$ cat config.mk
export PLATFORM = sky130hd
export DESIGN_NAME = fft_agu
export DESIGN_NICKNAME = d
export VERILOG_FILES = /design/src/rtl/fft_agu.sv
export SDC_FILE = /design/constraint.sdc
export NUM_CORES = 1
export LEC_CHECK = 0
export ABC_AREA = 1
export CAP_MARGIN = 20
export CORE_UTILIZATION = 55
export CTS_CLUSTER_DIAMETER = 30
export CTS_CLUSTER_SIZE = 28
export DETAILED_ROUTE_END_ITERATION = 16
export DONT_BUFFER_PORTS = 1
export PLACE_DENSITY = 0.7
export RECOVER_POWER = 25
export SLEW_MARGIN = 20
export SYNTH_ARGS = -nofsm -noshare
export SYNTH_HDL_FRONTEND = slang
export SYNTH_SLANG_ARGS = --single-unit
$ cat constraint.sdc
create_clock -name clk -period 2.5 [get_ports clk]
set_input_delay 0.5 -clock clk [delete_from_list [all_inputs] [get_ports clk]]
set_output_delay 0.5 -clock clk [all_outputs]
set_load 0.005 [all_outputs]
$ cat src/rtl/fft_agu.sv
// Address/control sequencer for an in-place radix-2 DIT FFT: issues one butterfly
// read per cycle, drains the bfu pipeline between stages and replays addresses as writes.
module fft_agu #(
    parameter int N       = 16,
    parameter int BFU_LAT = 3,
    parameter int MEM_LAT = 1,
    localparam int LOG2N  = $clog2(N),
    localparam int SW     = $clog2(LOG2N)
) (
    input  logic             clk,
    input  logic             rst,
    input  logic             start,
    output logic             busy,
    output logic             done,
    output logic             rd_en,
    output logic [LOG2N-1:0] rd_addr_a,
    output logic [LOG2N-1:0] rd_addr_b,
    output logic [LOG2N-2:0] tw_addr,
    output logic             wr_en,
    output logic [LOG2N-1:0] wr_addr_a,
    output logic [LOG2N-1:0] wr_addr_b,
    output logic [SW-1:0]    stage
);

    localparam int KW  = LOG2N - 1;
    localparam int DLY = MEM_LAT + BFU_LAT;
    localparam int CW  = $clog2(DLY + 1);

    typedef enum logic [1:0] {S_IDLE, S_RUN, S_DRAIN, S_DONE} state_t;

    state_t              state_q, state_d;
    logic [KW-1:0]       k_q, k_d;
    logic [SW-1:0]       stage_q, stage_d;
    logic [CW-1:0]       cnt_q, cnt_d;

    logic                busy_q, done_q, rd_en_q;
    logic [LOG2N-1:0]    rda_q, rdb_q;
    logic [KW-1:0]       tw_q;
    logic [DLY-1:0]                 wen_q;
    logic [DLY-1:0][LOG2N-1:0]      wa_q, wb_q;

    logic [LOG2N-1:0]    kx, hbit, hmask, a_d, b_d;
    logic [KW-1:0]       tw_d;

    always_comb begin
        state_d = state_q;
        k_d     = k_q;
        stage_d = stage_q;
        cnt_d   = cnt_q;
        case (state_q)
            S_IDLE: begin
                if (start) begin
                    state_d = S_RUN;
                    k_d     = '0;
                    stage_d = '0;
                end
            end
            S_RUN: begin
                if (k_q == KW'(N / 2 - 1)) begin
                    state_d = S_DRAIN;
                    cnt_d   = '0;
                end else begin
                    k_d = k_q + KW'(1);
                end
            end
            S_DRAIN: begin
                if (cnt_q == CW'(DLY - 1)) begin
                    if (stage_q == SW'(LOG2N - 1)) begin
                        state_d = S_DONE;
                    end else begin
                        stage_d = stage_q + SW'(1);
                        k_d     = '0;
                        state_d = S_RUN;
                    end
                end else begin
                    cnt_d = cnt_q + CW'(1);
                end
            end
            S_DONE: begin
                state_d = S_IDLE;
                stage_d = '0;
            end
            default: state_d = S_IDLE;
        endcase
    end

    // a inserts a zero at bit s of k (the butterfly span); b sets that bit.
    always_comb begin
        kx    = {1'b0, k_d};
        hbit  = LOG2N'(1) << stage_d;
        hmask = hbit - LOG2N'(1);
        a_d   = ((kx & ~hmask) << 1) | (kx & hmask);
        b_d   = a_d | hbit;
        tw_d  = (k_d & hmask[KW-1:0]) << (KW - int'(stage_d));
        if (state_d != S_RUN) begin
            a_d  = '0;
            b_d  = '0;
            tw_d = '0;
        end
    end

    always_ff @(posedge clk or negedge rst) begin
        if (!rst) begin
            state_q <= S_IDLE;
            k_q     <= '0;
            stage_q <= '0;
            cnt_q   <= '0;
            busy_q  <= 1'b0;
            done_q  <= 1'b0;
            rd_en_q <= 1'b0;
            rda_q   <= '0;
            rdb_q   <= '0;
            tw_q    <= '0;
            wen_q   <= '0;
            wa_q    <= '0;
            wb_q    <= '0;
        end else begin
            state_q <= state_d;
            k_q     <= k_d;
            stage_q <= stage_d;
            cnt_q   <= cnt_d;
            busy_q  <= (state_d == S_RUN) || (state_d == S_DRAIN);
            done_q  <= (state_d == S_DONE);
            rd_en_q <= (state_d == S_RUN);
            rda_q   <= a_d;
            rdb_q   <= b_d;
            tw_q    <= tw_d;
            wen_q[0] <= rd_en_q;
            wa_q[0]  <= rda_q;
            wb_q[0]  <= rdb_q;
            for (int unsigned i = 1; i < DLY; i++) begin
                wen_q[i] <= wen_q[i-1];
                wa_q[i]  <= wa_q[i-1];
                wb_q[i]  <= wb_q[i-1];
            end
        end
    end

    assign busy      = busy_q;
    assign done      = done_q;
    assign rd_en     = rd_en_q;
    assign rd_addr_a = rda_q;
    assign rd_addr_b = rdb_q;
    assign tw_addr   = tw_q;
    assign wr_en     = wen_q[DLY-1];
    assign wr_addr_a = wa_q[DLY-1];
    assign wr_addr_b = wb_q[DLY-1];
    assign stage     = stage_q;

endmodule

Yosys cells after proc, flatten, opt, wreduce, memory -nomap -nowiden
Index checks and enable logic that the tools add are counted.
- output and inout port bits: 25
- flip-flop bits (word level): 60
- shifts and indexed selects: 2
- bitwise operators: 6
- muxes and demuxes: 20
- reductions and logical operators: 4
- equality and inequality tests: 12
- add/subtract/negate cells: 5
- operators by type and width (cell ; number):
    $shl 3x32->3 ; 1
    $mux 3 ; 7
    $mux 2 ; 7
    $eq 2x2->1 const B ; 5
    $pmux 3 s3 ; 1
    $mux 4 ; 2
    $or 4x4->4 ; 2
    $pmux 2 s4 ; 1
    $add 3x1->3 const B ; 2
    $and 3x3->3 ; 2
    $pmux 2 s3 ; 1
    $pmux 3 s2 ; 1
    $and 3x4->4 ; 1
    $eq 2x1->1 const B ; 2
    $ne 2x2->1 const B ; 2
    $shl 1x2->4 const A ; 1
    $sub 4x1->4 const B ; 1
    $eq 3x2->1 const B ; 1
    $eq 3x3->1 const B ; 1
    $not 3->3 ; 1
    $reduce_and 3->1 ; 1
    $sub 2x2->3 const A ; 1
    $add 2x1->2 const B ; 1
    $logic_not 2->1 ; 1
    3 further kinds ; 3

Depth between registers and ports, before layout
Gate-level depths: netlist of the first run.
- depth in word-level cells: 11
- mapped depth: 11
- gate-level depth less buffers: 11

Least setup slack after synthesis of the first run
Ideal clock, no wire load.
- kind: reg-to-reg
- from: register cnt_q[0]
- to: register tw_q[2], in the netlist tw_addr[2]
- arrival time: 1.588 ns
- stages on the path, launching flop included: 11
- clock period less this slack: 1.713 ns
- slack: 0.787 ns
- buffers on the path: 1
- setup time: 0.125 ns
- data required time: 2.375 ns
- cell sequence: dfrtp_1 -> ha_1 -> ha_1 -> nand2_1 -> nand2_1 -> nand2_1 -> inv_1 -> ha_1 -> buf_2 -> nand3_1 -> nand3_1
- elaborated cells on any way between the ends: 14
- classes of those cells: add/sub: 2; eq/ne: 2; shift: 2; mux: 7; bitwise: 1
- RTL lines (what ; RTL line ; RTL):
    from (decl) ; 34 ; logic [CW-1:0] cnt_q, cnt_d;
    from (signal assigned) ; 121 ; cnt_q <= cnt_d;
    $eq 3x2->1 ; 67 ; if (cnt_q == CW'(DLY - 1)) begin
    $mux 2 ; 67 ;
    $pmux 2 s4 ; 50 ; case (state_q)
    via state_d[1] ; 31 ; state_t state_q, state_d;
    $ne 2x1->1 ; 95 ; if (state_d != S_RUN) begin
    $mux 3 ; 95 ;
    via tw_d[2] ; 43 ; logic [KW-1:0] tw_d;
    to (signal assigned) ; 127 ; tw_q <= tw_d;
    to (decl) ; 38 ; logic [KW-1:0] tw_q;
The timed path passes the listed nets, and every way through them passes these cells.
A chain may end at the register's enable or synchronous reset.

Final worst setup path of the first run
- from: register cnt_q[0]
- to: register tw_q[1], in the netlist tw_addr[1]
The elaborated chain is that of the path after synthesis.

==> flow_summary.json, run 1 <==
{
  "status": "complete, no violations",
  "drt-vias-per-instance": 5.01,
  "final-max-slew-violation-count": 0,
  "seq_area_frac_synth_pct": 72.9,
  "p_int_mw": 1.65,
  "met2_length_mm": 1.49,
  "hold_class": "reg2reg",
  "dr.pass1.iters": 4,
  "ys_warn_count": 0,
  "finish.instance_area_um2": 2280,
  "start_util_pct": 59.3,
  "cp-startpoint": "cnt_q[0]",
  "power.total_mw": 2.15,
  "r2r_start": "cnt_q[0]",
  "cp_max_fo": 13,
  "dieArea_um2": 3990,
  "worstHoldStart": "wb_q[3]",
  "grt_pass1_vias": 1151,
  "pwr-share-comb_pct": 6.9,
  "drc": 0,
  "dr.max_layer_used": "met4",
  "worst_slew_pin_slew_ns": 1.34,
  "swShare_pct": 23.2,
  "syn_to_final_growth_pct": 10.8,
  "start_kind": "flop",
  "hpwl_mm": 2.02,
  "relSlewSlack_pct": 10.4,
  "grt_max_degree": 61,
  "place_area_um2": 2050,
  "path_clk_slew_ns": 0.07,
  "clock_sink_count": 60,
  "num_antenna_cells": 0,
  "r2r_slack_ns": 0.54,
  "tritoncts": "built",
  "power.leakage_nw": 1.19,
  "grt_overflow_total": 0,
  "clock-root-buffer": "clkbuf_8",
  "drive_above_1_share_pct": 15.9,
  "grt_pass1_wl_mm": 5.26,
  "fin_nets": 179,
  "ctsHtreeMaxLevel": 3,
  "p_sw_uw": 499,
  "netlist_instances": 168,
  "netlist_area_um2": 2060,
  "vdd_ir_drop_max_uv": 459,
  "utilization_pct": 65.7,
  "setup_viol": 0,
  "wl_per_cell_um": 13.6,
  "fin_skew_ns": 0.00749,
  "dpl_worst_slack_ns": 0.599,
  "p_seq_share_pct": 48.8,
  "die_h_um": 63.2,
  "port_buffers": 0,
  "yosys.cell_types.count": 20,
  "finalHoldViolations": 0,
  "clkPwrFrac_pct": 44.2,
  "grt_use_total_pct": 18.7,
  "num_vias": 1113,
  "arrival_ns": 2.22,
  "die_x_um": 63.2,
  "worst_ep_required_time_ns": 2.76,
  "num_rows": 21,
  "power.density_nw_per_um2": 944,
  "ant_nets": 0,
  "layout_min_cycle_time_ns": 1.96,
  "antenna_found_initial": 0,
  "coreArea_um2": 3470,
  "hold_buffers": 1,
  "clk_latency_ns": 0.33,
  "cts_inserted_buffers": 9,
  "fillers": 265,
  "clock_path_buffers": 2,
  "wl_mm": 3.03,
  "dr.first_iter.drc_count": 53,
  "met3_wirelength_um": 233,
  "ctsResizeCount": 0,
  "ys_ff_latch": 60,
  "postCtsSetupBuffers": 0,
  "max-cap-violations": 0,
  "wl_met1_mm": 1.23,
  "num_io_pins": 28,
  "gp_congestion": 0.847,
  "rsz0062_at_grt": "false",
  "period_share_pct": 78.4,
  "critPathKind": "reg2reg",
  "synth.avg_cell_area_um2": 12.3,
  "tns_ns": 0,
  "syn-num-nets": 176,
  "max_freq_mhz": 510,
  "worst_slack_ns": 0.539,
  "end_kind": "flop"
}
## cell usage after synthesis (all sizes together)
cell	number	area (um2)
a21oi	2	10.0
and2	1	6.26
buf	9	65.1
dfrtp	60	1500
ha	5	62.6
inv	17	63.8
nand2	34	130
nand3	15	75.1
nand4	2	12.5
nor2	15	86.3
nor3	1	5.00
o21a	1	7.51
o21ai	5	25.0
o21bai	1	7.51
## final timing paths
path,cells past startpoint,endpoint
max reg2reg,9,tw_addr[1]
max,9,tw_addr[1]
min reg2reg,0,wb_q[7]
min,0,wb_q[7]
max in group asynchronous,1,wr_addr_a[1]
min in group asynchronous,1,done
## critical path, stage by stage (launching register included)
cell     delay, ns
dfrtp_1       0.37
ha_1          0.15
ha_1          0.21
nand2_1       0.08
nand2_1       0.07
nand2_1       0.14
inv_1         0.09
ha_1          0.41
nand3_1       0.20
o21ai_1       0.17
## final cells by class
type                       count  area [um2]  share of cell area, %
sequential                    60        1500                   65.9
timing repair buffer           1        5.00                  0.220
clock inverter                 6        86.3                   3.79
multi-input combinational     82         428                   18.8
clock buffer                  10         138                   6.04
inverter                      17        63.8                   2.80
tap                           46        57.6                   2.52
## stage by stage
stage                     cells  hold WS (ns)
after floorplan             168         0.204
after global placement      205         0.206
after detailed placement    205         0.206
after CTS                   222        0.0240
after global routing        222         0.346
final                       222         0.341
## power by group through the flow
stage / clock network, mW / logic [mW] / registers (mW)
3_5_place_dp: 0 / 0.130 / 1.07
6_report: 0.952 / 0.149 / 1.05
2_1_floorplan: 0 / 0.108 / 1.06
4_1_cts: 0.974 / 0.154 / 1.05
3_3_place_gp: 0 / 0.127 / 1.07
5_1_grt: 1.02 / 0.172 / 1.05
## metal layers
metal	vias to the layer above	global-route usage [%]
met5	-	0
met4	0	8.81
met3	9	11.4
met2	43	28.0
met1	538	21.1
li1	523	-
## cells by family (layout without fill, tap and decap cells)
family / count (synthesis) / after routing / share of synthesized area, %
and+or+nand+nor: 68 / 68 / 15.3
DFF: 60 / 60 / 72.9
buffers and inverters: 26 / 34 / 6.26
AOI/OAI and AO/OA: 9 / 9 / 2.43
adders and majority gates: 5 / 5 / 3.04
## layout by cell type (no fill, tap or decap)
cell        synthesis  layout
a21oi_1             2       2
and2_1              1       1
bufinv_16           0       2
clkbuf_2            0       1
clkbuf_8            0      10
clkinv_2            0       2
clkinvlp_4          0       1
dfrtp_1            60      60
ha_1                5       5
inv_1              13      13
inv_2               4       4
inv_6               0       1
nand2_1            33      33
nand2_2             1       1
nand3_1            15      15
nand4_1             2       2
nor2_1              9       9
nor2_2              3       3
nor2_4              3       3
nor3_1              1       1
o21a_1              1       1
o21ai_0             4       4
o21ai_1             1       1
o21bai_1            1       1
## sequential cells by signal, summed over array words and instances (netlist names), 2 cells and up
register	flops
wa_q	12
wb_q	12
rd_addr_a	4
rd_addr_b	4
wen_q	4
wr_addr_a	4
wr_addr_b	4
cnt_q	3
k_q	3
tw_addr	3
stage	2
state_q	2
Power figures use the tool's default switching activity.
==> inputs of run 2 (changes only) <==
clock period = 1.99 ns   (was 2.5 ns; I/O delays follow)
==> run 2 against run 1 <==
Combinational power increased by 34%. Clock power rose by 11%. Hold slack worse by 0.0028 ns. Sequential share of layout area fell by 0.32 points. Critical path depth stayed put. Via count decreased by 1.6%. Register-to-register slack got worse by 0.33 ns. Die area stayed put. Core utilization up 0.32 points. Largest cell class unchanged. Largest power group unchanged.
==> flow_summary.json, run 2 (synthesis results as in run 1) <==
{
  "status": "complete, no violations",
  "hpwl_mm": 2.10,
  "port_buffers": 0,
  "clock_path_buffers": 2,
  "whs_path_depth": 0,
  "fin_nets": 180,
  "finalHoldViolations": 0,
  "critPathKind": "reg2reg",
  "gp_congestion": 0.847,
  "setup_viol": 0,
  "start_kind": "flop",
  "clock_sink_count": 60,
  "clkPwrFrac_pct": 41.1,
  "tritoncts": "built",
  "ant_nets": 0,
  "wl_mm": 3.13,
  "p_seq_share_pct": 51.2,
  "worst_slack_ns": 0.210,
  "grt_pass1_vias": 1165,
  "rsz0062_at_grt": "false",
  "power.leakage_nw": 1.19,
  "dr.pass1.iters": 4,
  "fillers": 266,
  "layout_commonest_cell": "dfrtp_1",
  "dr.first_iter.drc_count": 65,
  "max-cap-violations": 0,
  "postCtsSetupBuffers": 0,
  "num_rows": 21,
  "tns_ns": 0,
  "reg_top3": "wa_q x12, wb_q x12",
  "ctsHtreeMaxLevel": 3,
  "hold_class": "reg2reg",
  "drive_above_1_share_pct": 15.9,
  "drc": 0,
  "clock-root-buffer": "clkbuf_8",
  "die_h_um": 63.2,
  "grt_use_total_pct": 18.8,
  "pwr-share-comb_pct": 7.8,
  "power.total_mw": 2.58,
  "layout_min_cycle_time_ns": 1.78,
  "coreArea_um2": 3470,
  "fin_skew_ns": 0.00782,
  "power.density_nw_per_um2": 1130,
  "grt_max_degree": 61,
  "path_clk_slew_ns": 0.06,
  "die_x_um": 63.2,
  "final_cell_mix": "60 x dfrtp_1, 33 x nand2_1, 15 x nand3_1",
  "swShare_pct": 23.1,
  "dpl_worst_slack_ns": 0.0886,
  "end_kind": "flop",
  "num_vias": 1095,
  "clk_latency_ns": 0.32,
  "num_antenna_cells": 0,
  "relSlewSlack_pct": 81.8,
  "vdd_ir_drop_max_uv": 560,
  "grt_pass1_wl_mm": 5.42,
  "dieArea_um2": 3990,
  "syn_to_final_growth_pct": 11.3,
  "num_io_pins": 28,
  "period_share_pct": 89.5,
  "cp_max_fo": 13,
  "ff2ff_path_depth": 9,
  "cts_inserted_buffers": 9,
  "worst_ep_required_time_ns": 2.24,
  "arrival_ns": 2.03,
  "antenna_found_initial": 0,
  "p_int_mw": 1.98,
  "start_util_pct": 59.3,
  "drt-vias-per-instance": 4.93,
  "worst_slew_pin_slew_ns": 0.273,
  "final-max-slew-violation-count": 0,
  "grt_overflow_total": 0,
  "max_freq_mhz": 562,
  "p_sw_uw": 597,
  "wl_per_cell_um": 14.1
}
==> run 2: worst paths after layout <==
kind	start	to	slack (ns)
setup / recovery	cnt_q[0]	tw_addr[1]	0.21
hold / removal	wa_q[3]	wa_q[7]	0.34
setup reg to reg	cnt_q[0]	tw_addr[1]	0.21
hold reg to reg	wa_q[3]	wa_q[7]	0.34
max in group asynchronous	rst	cnt_q[0]	1.16
min in group asynchronous	rst	wa_q[10]	0.59
==> run 2: final cells by class <==
type,instances,area (um2),area share [%]
clock buffers,11,151,6.61
clock inverters,4,48.8,2.13
inverters,17,63.8,2.79
multi-input cells,82,430,18.8
flip-flops and latches,60,1500,65.5
well taps,46,57.6,2.51
repair buffers,2,37.5,1.64
==> run 2: layer usage <==
layer  wire length (um)  GRT usage (%)  up-vias
li1                   -              -      525
met1               1360           22.1      535
met2               1580           30.0       31
met3                162           8.15        4
met4                 30           8.24        0
met5                  0              0        -
==> run 2: stage by stage <==
step	util (%)	std cells	cell area (um2)	hold WS (ns)
CTS	66.0	222	2290	0.334
floorplan	-	168	2060	0.102
global placement	59.1	205	2050	0.104
finish	66.1	222	2290	0.339
detailed placement	59.1	205	2050	0.103
global route	66.1	222	2290	0.343
==> run 2: timing repair <==
action | 4_1_cts | 5_1_grt
setup endpoints to repair | 0 | 10
hold endpoints to repair | 60 | 0
hold buffers | 2 | 0
resized for setup | 0 | 1
==> run 2: worst max-delay path: stages (launching register included) <==
cell     delay [ns]
dfrtp_1        0.37
ha_1           0.16
ha_1           0.22
nand2_1        0.08
nand2_1        0.07
nand2_1        0.13
inv_1          0.09
ha_2           0.31
nand3_1        0.14
o21ai_1        0.14
==> run 2: power by group through the flow <==
stage	clock, mW	combinational [mW]	sequential [mW]
after CTS	1.08	0.199	1.32
after detailed placement	0	0.167	1.34
after floorplan	0	0.135	1.33
final	1.06	0.200	1.32
after global routing	1.15	0.230	1.33
after global placement	0	0.160	1.34
